`config.mk`:
```
export PLATFORM = sky130hd
export DESIGN_NAME = mux_nin_scan
export DESIGN_NICKNAME = d
export VERILOG_FILES = /design/src/rtl/mux_nin_scan.sv
export SDC_FILE = /design/constraint.sdc
export NUM_CORES = 1
export LEC_CHECK = 0
export BUFFER_PORTS_ARGS = -buffer_cell sky130_fd_sc_hd__clkbuf_2
export CAP_MARGIN = 20
export CORE_AREA = 5 5 42 44
export CTS_CLUSTER_SIZE = 25
export DETAILED_ROUTE_END_ITERATION = 8
export DIE_AREA = 0 0 47 49
export PLACE_DENSITY = 0.55
export SYNTH_ARGS = -nofsm -noshare
export SYNTH_HDL_FRONTEND = slang
export SYNTH_SLANG_ARGS = --single-unit
export TNS_END_PERCENT = 1
```
`constraint.sdc`:
```
create_clock -name clk -period 3.6 [get_ports clk]
set_input_delay 0.36 -clock clk [delete_from_list [all_inputs] [get_ports clk]]
set_output_delay 0.36 -clock clk [all_outputs]
set_load 0.01 [all_outputs]
```
`src/rtl/mux_nin_scan.sv`:
```
// N-channel, W-bit registered multiplexer with direct-select and round-robin auto-scan modes.
// Define MUX_SCAN_MASK_EN to honour en_mask during scan; otherwise every channel is scanned.
module mux_nin_scan #(
  parameter  int N     = 4,
  parameter  int W     = 1,
  parameter  int DWELL = 4,
  localparam int SW    = (N <= 2) ? 1 : $clog2(N)
) (
  input  logic           clk,
  input  logic           rst,
  input  logic           mode,
  input  logic [SW-1:0]  sel,
  input  logic [N*W-1:0] d,
  input  logic [N-1:0]   en_mask,
  output logic [W-1:0]   q,
  output logic [SW-1:0]  cur,
  output logic           valid,
  output logic           wrap
);

  localparam int CW = (DWELL <= 2) ? 1 : $clog2(DWELL);

  typedef enum logic {
    ST_DIRECT = 1'b0,
    ST_SCAN   = 1'b1
  } state_e;

  state_e          state_q, state_d;
  logic [W-1:0]    q_q, q_d;
  logic [SW-1:0]   cur_q, cur_d;
  logic            valid_q, valid_d;
  logic            wrap_q, wrap_d;
  logic [CW-1:0]   cnt_q, cnt_d;

  logic [N-1:0]    en;
  logic            any_en;
  logic [SW-1:0]   low_idx;
  logic [SW-1:0]   nxt_idx;
  logic            nxt_found;
  logic [SW-1:0]   idx;
  logic            load;

`ifdef MUX_SCAN_MASK_EN
  assign en = en_mask;
`else
  // The mask is folded to all-ones so every channel takes part in the scan.
  assign en = en_mask | {N{1'b1}};
`endif

  assign any_en = |en;

  // NOTE: every variable written here gets a default first, so no path leaves one unassigned and no latch is inferred.
  always_comb begin
    state_d   = mode ? ST_SCAN : ST_DIRECT;
    low_idx   = '0;
    nxt_idx   = cur_q;
    nxt_found = 1'b0;
    idx       = cur_q;
    load      = 1'b0;
    cur_d     = cur_q;
    q_d       = '0;
    valid_d   = 1'b0;
    wrap_d    = 1'b0;
    cnt_d     = '0;

    for (int i = N - 1; i >= 0; i--) begin
      if (en[i]) low_idx = SW'(i);
    end

    // Search forward from cur, wrapping modulo N; k=N lands back on cur itself.
    for (int k = 1; k <= N; k++) begin
      if (!nxt_found && en[(int'(cur_q) + k) % N]) begin
        nxt_idx   = SW'((int'(cur_q) + k) % N);
        nxt_found = 1'b1;
      end
    end

    if (!mode) begin
      if (int'(sel) < N) begin
        idx  = sel;
        load = 1'b1;
      end
    end else if (!any_en) begin
      load = 1'b0;
    end else if (state_q != ST_SCAN || !valid_q) begin
      // Scan entry, also taken when a mask bit reappears after an all-zero mask.
      idx  = low_idx;
      load = 1'b1;
    end else if (int'(cnt_q) < DWELL - 1) begin
      idx   = cur_q;
      load  = 1'b1;
      cnt_d = cnt_q + CW'(1);
    end else begin
      idx    = nxt_idx;
      load   = 1'b1;
      wrap_d = (nxt_idx <= cur_q);
    end

    if (load) begin
      cur_d   = idx;
      q_d     = d[int'(idx)*W +: W];
      valid_d = 1'b1;
    end
  end

  // NOTE: state registers use non-blocking assignments so all flops update together from pre-edge values.
  always_ff @(posedge clk) begin
    if (rst) begin
      state_q <= ST_DIRECT;
      q_q     <= '0;
      cur_q   <= '0;
      valid_q <= 1'b0;
      wrap_q  <= 1'b0;
      cnt_q   <= '0;
    end else begin
      state_q <= state_d;
      q_q     <= q_d;
      cur_q   <= cur_d;
      valid_q <= valid_d;
      wrap_q  <= wrap_d;
      cnt_q   <= cnt_d;
    end
  end

  assign q     = q_q;
  assign cur   = cur_q;
  assign valid = valid_q;
  assign wrap  = wrap_q;

endmodule

```
==> results of run 1 <==
==> area by class of cell <==
type | count | area (sq um)
Timing Repair Buffer | 13 | 65.06
Clock buffer | 3 | 22.52
Multi-Input combinational cell | 19 | 171.4
Sequential cell | 8 | 160.2
Tap cell | 16 | 20.02
Inverter | 3 | 11.26
Fill cell | 158 | 950.9
==> registers in the layout (all words and copies together), names as in the netlist <==
signal and flops:
state_q 1, wrap 1, cur 2, q 1, valid 1, cnt_q 2
==> worst max-delay path, cell delays in order (launching register included) <==
cell and delay [ns]:
dfxtp_1 0.32, ha_1 0.24, xnor2_1 0.15, o22ai_2 0.18, mux2_4 0.32, a22o_1 0.20
==> cell usage after synthesis <==
master	instances	area, sq um
a22o_1	1	8.760
and2_1	1	6.260
and2_2	1	7.510
dfxtp_1	8	160.2
ha_1	3	37.54
inv_1	3	11.26
mux2_4	2	30.03
mux2i_1	1	10.01
nand2_1	1	3.750
nand3_2	1	10.01
nor2_1	1	3.750
nor2b_1	1	6.260
nor3_1	1	5.000
nor4_1	1	6.260
nor4b_1	1	8.760
o22ai_1	1	6.260
o22ai_2	1	12.51
xnor2_1	1	8.760
==> layer usage <==
layer	part of all wire	wire, um	up-vias	GRT usage
met2	0.43	263	12	0.08597
met4	0	0	0	0.04147
li1	-	-	138	-
met3	0.13	81	0	0.03321
met1	0.43	264	114	0.08667
met5	0	0	-	0
==> where the power goes <==
part | switching, mW | total, mW | leakage, nW | internal (mW)
combinational | 0.00869 | 0.0199 | 0.142 | 0.0112
clock | 0.0280 | 0.0660 | 0.0138 | 0.0380
sequential | 0.00174 | 0.0937 | 0.0657 | 0.0920
total | 0.0384 | 0.180 | 0.222 | 0.141
==> per-stage QoR <==
stage,hold WS [ns],std cells
floorplan,0.4316,30
global placement,0.4513,59
detailed placement,0.4625,59
CTS,0.3590,62
global route,0.3776,62
finish,0.3689,62
==> cell families after synthesis <==
| group | after synthesis | share of synthesized area |
|---|---|---|
| simple gates | 9 | 0.1679 |
| flops | 8 | 0.4671 |
| compound gates | 3 | 0.08030 |
| buf+inv | 3 | 0.03284 |
| mux | 3 | 0.1168 |
| fa+ha+maj | 3 | 0.1095 |
| xor+xnor | 1 | 0.02555 |
==> worst max path at each step <==
stage | slack [ns] | cells past startpoint | to
detailed placement | 2.08 | 5 | q
global route | 2.00 | 5 | q
global placement | 2.09 | 5 | q
finish | 2.09 | 5 | q
floorplan | 2.16 | 5 | q
CTS | 2.08 | 5 | q
==> impl_metrics.toml, run 1 <==
[status]
outcome = "complete, no violations"

[routing]
ant_nets = 0
wl_um = 609
wire_per_inst_um = 9.823
drc = 0
drt-initial-drc-count = 0
vias = 264
dr.pass1.iters = 1
avgViaCountPerCell = 4.258

[timing]
tightest_slew_ns = 0.2114
finalCriticalPeriod_ns = 1.511
rsz0062_at_grt = "false"
post-route-period-util = 0.4197
setup_slack_ns = 2.089
timing_hold_violations_final = 0
finalSetupViolCount = 0
slew_viol_final = 0
finalSetupTns_ns = 0
max-slew-margin-rel = 0.8571
fmax_mhz = 661.8
skew_ns = 0.002860

[placement]
port_buffers = 13
hpwlAfterDp_um = 510.2
gp_congestion = 0.6539
dpl_cell_area_sq_um = 427.9
dp_slack_ns = 2.083

[yosys]
netlist_area_sq_um = 342.8
netlist_instances = 30
syn_area_per_cell_sq_um = 11.43
ys_types = 18
yosysWarnings = 0
syn-num-nets = 46
yosysSeqAreaShare = 0.4672
ys_ff_latch = 8

[layout]
drive_gt1_frac = 0.4565
final_net_count = 64
n_antenna_cell = 0
design_area_sq_um = 450.4
final_common_cell = "clkbuf_2"
fin_util = 0.3214
area_growth_pct = 31.39
final_cell_mix = "clkbuf_2, dfxtp_1, inv_1, ha_1, clkbuf_4"

[cts]
clkLatencyLatePin_ns = 0.25
clockRootBuffer = "clkbuf_4"
cts_setup_buffers = 0
ctsHoldBuffers = 0
ctsResizeCount = 0
cts_buffers = 3
clock_path_buffers = 2
clock_sinks = 8
htreeDepth = 1
clk_pin_slew_ns = 0.05
cts_tree = "yes"

[run]
maxCapViolCount = 0

[die]
rows = 14
core_sq_um = 1401
die_width_um = 47
die_area_sq_um = 2303
initial_core_util = 0.2446
boundaryPins = 18
die_h_um = 49

[setup_path]
cp_max_fo = 3
worstSetupPathType = "register to register"
critPathLaunchType = "register"
arrival_ns = 1.65
r2r_slack_ns = 2.09
cp.required_ns = 3.74
r2r_start = "cnt_q[0]"
r2r.worst_path.cells = 5
critPathLaunch = "cnt_q[0]"
r2r-end = "q"
endpoint_kind = "register"

[min_path]
min_to = "state_q"
min_path_type = "input port to register"
hold_path_depth = 2
min_from = "rst"

[global_routing]
overflow = 0
grt_max_degree = 7
grt_usage = 0.06714
grt_pass1_wl_um = 1110
grt_antenna_before_repair = 0
grt_pass1_vias = 280

[power_and_ir_drop]
p_leak_nw = 0.2219
finalPower_uw = 179.6
max-vdd-ir-drop_v = 0.0001681
power_density_nw_per_um2 = 398.7
Note: power is estimated with default switching activity, not from simulation.
==> run 2: changes to the inputs <==
--- a/config.mk
+++ b/config.mk
@@ -5,13 +5,14 @@
 export SDC_FILE = /design/constraint.sdc
 export NUM_CORES = 1
 export LEC_CHECK = 0
+export ABC_AREA = 1
 export BUFFER_PORTS_ARGS = -buffer_cell sky130_fd_sc_hd__clkbuf_2
 export CAP_MARGIN = 20
 export CORE_AREA = 5 5 42 44
 export CTS_CLUSTER_SIZE = 25
 export DETAILED_ROUTE_END_ITERATION = 8
 export DIE_AREA = 0 0 47 49
-export PLACE_DENSITY = 0.55
+export PLACE_DENSITY = 0.6
 export SYNTH_ARGS = -nofsm -noshare
 export SYNTH_HDL_FRONTEND = slang
 export SYNTH_SLANG_ARGS = --single-unit
==> constraint.sdc (replaced) <==
create_clock -name clk -period 1.2 [get_ports clk]
set_input_delay 0.12 -clock clk [delete_from_list [all_inputs] [get_ports clk]]
set_output_delay 0.12 -clock clk [all_outputs]
set_load 0.01 [all_outputs]
==> run 2 against run 1 <==
Compared with the run above: clock skew fell by 0.0024 ns; via count rose by 35%; register-to-register slack got worse by 2.0 ns; die area did not move; sequential power rose to 3.0 times the previous value; first-iteration DRC count rose by 4; synthesized cell count rose by 67%; sequential cell count did not move; core utilization rose by 7.8 points; non-clock buffer count rose by 1; clock-buffer cell count did not move; final area rose by 24%; largest power group unchanged.
==> impl_metrics.toml, run 2 <==
[placement]
port_buffers = 13
placed_cells = 80
gp_congestion = 0.6294
hpwlAfterDp_um = 585.5

[timing]
tightest_slew_ns = 0.2343
timing_hold_violations_final = 0
finalCriticalPeriod_ns = 1.098
slew_viol_final = 0
post-route-period-util = 0.9152
max-slew-margin-rel = 0.8423
fmax_mhz = 910.5
skew_ns = 0.0004133
finalSetupViolCount = 0

[status]
outcome = "complete, no violations"

[yosys]
netlist_area_sq_um = 384.1
ys.flop_type = "dfxtp_1"
synth.area.top_cells = "dfxtp_1, nand2_1, ha_1"
synth_enable_flop_cells = 0
syn-num-nets = 66
ys_ff_latch = 8
yosysMostFrequentCell = "nand2_1"
netlist_instances = 50
synth_largest_area_cell = "dfxtp_1"
async_flop_share = 0
syn_area_per_cell_sq_um = 7.682
synth_common_cells = "nand2_1, dfxtp_1, inv_1, nand2_2, nor2_1"
yosysWarnings = 0
synth.top_cell.area_share = 0.4169
yosysSeqAreaShare = 0.4169
ys_types = 13

[cts]
clock_path_buffers = 2
clk_pin_slew_ns = 0.05
cts_buffers = 3
clkLatencyLatePin_ns = 0.25
htreeDepth = 1
cts_tree = "yes"
clockRootBuffer = "clkbuf_4"
ctsHoldBuffers = 0
clock_sinks = 8

[die]
boundaryPins = 18
core_sq_um = 1401
die_area_sq_um = 2303
rows = 14
initial_core_util = 0.2741
die_h_um = 49
die_width_um = 47

[layout]
final_common_cell = "clkbuf_2"
n_antenna_cell = 0
final_net_count = 85
multi_input_area_sq_um = 244.0
fillerInstances = 158
fin_cells = 83
drive_gt1_frac = 0.5224
seqCellArea_sq_um = 170.2
area_growth_pct = 45.60
final_cell_mix = "clkbuf_2, nand2_1, inv_1, nand2_2"

[setup_path]
path_cells = "ha_4 > inv_2 > nand2_2 > nand2_2 > nand2_4 > nand2_2 > nand2_1 > nand2_1 > nand2_1 > nand2_1"
r2r.worst_path.cells = 10
cp_max_fo = 4
cp_common_cell = "nand2_1"
r2r_slack_ns = 0.10
critPathBufInv = 1
critPathTopFamily = "simple AND/OR/NAND/NOR gates"
r2r_start = "cnt_q[1]"
cp_slowest_cell = "dfxtp_4"
endpoint_kind = "register"
arrival_ns = 1.24
slowest_delay_ns = 0.37
worstSetupPathType = "register to register"
cp.required_ns = 1.35
critPathLaunchType = "register"
r2r-end = "q"

[routing]
drt-initial-drc-count = 4
avgViaCountPerCell = 4.301
wire_per_inst_um = 9.277
dr.pass1.iters = 2
drc = 0
ant_nets = 0
vias = 357
wl_um = 770

[power_and_ir_drop]
finalPower_uw = 552.8
power_density_nw_per_um2 = 988.4
p_leak_nw = 0.2771
max-vdd-ir-drop_v = 0.0003969

[global_routing]
grt_pass1_wl_um = 1235
grt_pass1_vias = 313
grt_usage = 0.07535
overflow = 0
grt_max_degree = 7
grt_antenna_before_repair = 0

[run]
maxCapViolCount = 0

[min_path]
min_path_type = "input port to register"
hold_path_depth = 2
min_to = "valid"
min_from = "rst"
## run 2: cell types whose count changed after synthesis, sizes merged, moves of 2 or more
cell   change
nand2     +18
inv        +5
nor2       +4
a21oi      +2
and2       -2
mux2       -2
nand3      +2
o22ai      -2
## run 2: report_power, final
part           internal [mW]  total (mW)  switching [mW]
Combinational         0.0321      0.0691          0.0370
Sequential             0.273       0.280         0.00745
Clock                  0.114       0.204          0.0894
Total                  0.419       0.553           0.134
## run 2: cell type report
type | count | area share
clock buffer | 3 | 0.04027
tap | 16 | 0.03579
sequential | 8 | 0.3043
multi-input combinational | 34 | 0.4362
timing repair buffer | 14 | 0.1298
inverter | 8 | 0.05369
## run 2: worst max-delay path by stage
stage	startpoint	to	depth (start not counted)
after floorplan	cur[0]	q	8
after global placement	cnt_q[0]	q	9
after detailed placement	cnt_q[0]	q	9
after CTS	cnt_q[0]	q	10
after global routing	cnt_q[1]	q	9
final	cnt_q[1]	q	10
## run 2: per-layer routing
layer	vias up	wire [um]	GRT usage
met5	-	0	0
met4	0	10	0.04147
met3	2	66	0.04797
met2	12	392	0.1086
met1	155	300	0.08132
li1	188	-	-
## run 2: repair_timing
action / 4_1_cts / 5_1_grt
endpoints found under the setup margin: 0 / 1
buffers inserted: 0 / 0
resized for setup: 0 / 16
## run 2: metrics by stage
step / utilization / setup TNS (ns) / setup WS, ns / hold slack (ns) / cell area (sq um)
3_3_place_gp: 0.3402 / 0 / 0.05182 / 0.3655 / 476.7
3_5_place_dp: 0.3402 / 0 / 0.05593 / 0.3662 / 476.7
4_1_cts: 0.3563 / 0 / 0.03125 / 0.1027 / 499.2
2_1_floorplan: - / 0 / 0.07669 / 0.1765 / 384.1
6_report: 0.3991 / 0 / 0.1018 / 0.1037 / 559.3
5_1_grt: 0.3991 / -0.01401 / -0.01401 / 0.09803 / 559.3
## run 2: logic make-up (layout without fill, tap and decap cells)
logic type      count (synthesis)  count (layout)  synth area share
flops                           8               8            0.4169
compound gates                  2               2           0.05537
simple gates                   29              29            0.3518
fa+ha+maj                       3               3           0.09773
buf+inv                         8              25           0.07818
==> run 3: changes to the inputs <==
--- a/config.mk
+++ b/config.mk
@@ -12,6 +12,7 @@
 export CTS_CLUSTER_SIZE = 25
 export DETAILED_ROUTE_END_ITERATION = 8
 export DIE_AREA = 0 0 47 49
+export MAX_ROUTING_LAYER = met4
 export PLACE_DENSITY = 0.6
 export SYNTH_ARGS = -nofsm -noshare
 export SYNTH_HDL_FRONTEND = slang
==> run 3 against run 2 <==
Compared with the run above: routed wire length unchanged; total power about the same; global-route usage up 0.26 points; non-clock buffer count did not move; first-iteration DRC count did not move; critical path depth unchanged.
==> impl_metrics.toml, run 3 (same netlist as run 2, synthesis figures left out) <==
[global_routing]
overflow = 0
grt_max_degree = 7
grt_pass1_wl_um = 1248
grt_pass1_vias = 310
grt_antenna_before_repair = 0
grt_usage = 0.07798

[setup_path]
endpoint_kind = "register"
worstSetupPathType = "register to register"
arrival_ns = 1.24
cp_max_fo = 4
critPathLaunchType = "register"
cp.required_ns = 1.35

[min_path]
min_path_type = "input port to register"

[timing]
finalCriticalPeriod_ns = 1.098
finalSetupViolCount = 0
slew_viol_final = 0
post-route-period-util = 0.9150
skew_ns = 0.0004133
max-slew-margin-rel = 0.8423
tightest_slew_ns = 0.2343
fmax_mhz = 910.8
timing_hold_violations_final = 0

[routing]
ant_nets = 0
wl_um = 770
wire_per_inst_um = 9.277
avgViaCountPerCell = 4.301
vias = 357
drc = 0
drt-initial-drc-count = 4
dr.pass1.iters = 2

[die]
initial_core_util = 0.2741
die_area_sq_um = 2303
die_width_um = 47
boundaryPins = 18
core_sq_um = 1401
rows = 14
die_h_um = 49

[placement]
hpwlAfterDp_um = 585.5
gp_congestion = 0.6343
port_buffers = 13
dpl_cell_area_sq_um = 476.7

[layout]
seqCellArea_sq_um = 170.2
area_growth_pct = 45.60
multi_input_area_sq_um = 244.0
final_net_count = 85
design_area_sq_um = 559.3
fillerInstances = 158
final_cell_mix = "clkbuf_2, nand2_1, inv_1, nand2_2"
n_antenna_cell = 0
final_common_cell = "clkbuf_2"
drive_gt1_frac = 0.5224

[cts]
htreeDepth = 1
cts_buffers = 3
clk_pin_slew_ns = 0.05
clkLatencyLatePin_ns = 0.25
clockRootBuffer = "clkbuf_4"
cts_tree = "yes"
ctsHoldBuffers = 0
cts_setup_buffers = 0
ctsResizeCount = 0
clock_sinks = 8
clock_path_buffers = 2

[status]
outcome = "complete, no violations"

[power_and_ir_drop]
power_density_nw_per_um2 = 988.4
p_leak_nw = 0.2771
finalPower_uw = 552.8
max-vdd-ir-drop_v = 0.0003969

[run]
maxCapViolCount = 0
[run 3: layout make-up]
class                   instances  share of cell area
multi-input cells              34              0.4362
flip-flops and latches          8              0.3043
repair buffers                 14              0.1298
inverters                       8             0.05369
clock buffers                   3             0.04027
well taps                      16             0.03579
[run 3: critical path, stage by stage, from the launching register on]
cell and delay, ns:
dfxtp_4 0.37, ha_4 0.15, inv_2 0.04, nand2_2 0.06
nand2_2 0.06, nand2_4 0.07, nand2_2 0.05, nand2_1 0.05
nand2_1 0.04, nand2_1 0.05, nand2_1 0.05
[run 3: power breakdown]
group          switching [mW]  internal, mW  total, mW  leakage (nW)
Sequential            0.00745         0.273      0.280        0.0681
Combinational          0.0369        0.0321     0.0691         0.195
Clock                  0.0894         0.114      0.204        0.0138
Total                   0.134         0.419      0.553         0.277
[run 3: final timing paths]
kind             from  cells after the start  slack (ns)  endpoint
max          cnt_q[1]                     10        0.10         q
min               rst                      2        0.10     valid
max reg2reg  cnt_q[1]                     10        0.10         q
min reg2reg  cnt_q[0]                      1        0.46  cnt_q[0]
[run 3: per-layer routing]
layer / GRT usage / routed length [um] / part of all wire / vias up
li1: - / - / - / 188
met1: 0.08791 / 310 / 0.40 / 155
met2: 0.1063 / 392 / 0.51 / 12
met3: 0.04428 / 57 / 0.074 / 2
met4: 0.04147 / 10 / 0.013 / 0
met5: - / 0 / 0 / -
[run 3: metrics by stage]
stage / hold WS [ns] / cells / TNS, ns / setup WS, ns / util
after global routing: 0.1040 / 83 / -0.01407 / -0.01407 / 0.3991
after detailed placement: 0.3662 / 80 / 0 / 0.05593 / 0.3402
after global placement: 0.3655 / 80 / 0 / 0.05182 / 0.3402
after floorplan: 0.1765 / 50 / 0 / 0.07669 / -
after CTS: 0.1027 / 83 / 0 / 0.03125 / 0.3563
final: 0.1037 / 83 / 0 / 0.1021 / 0.3991
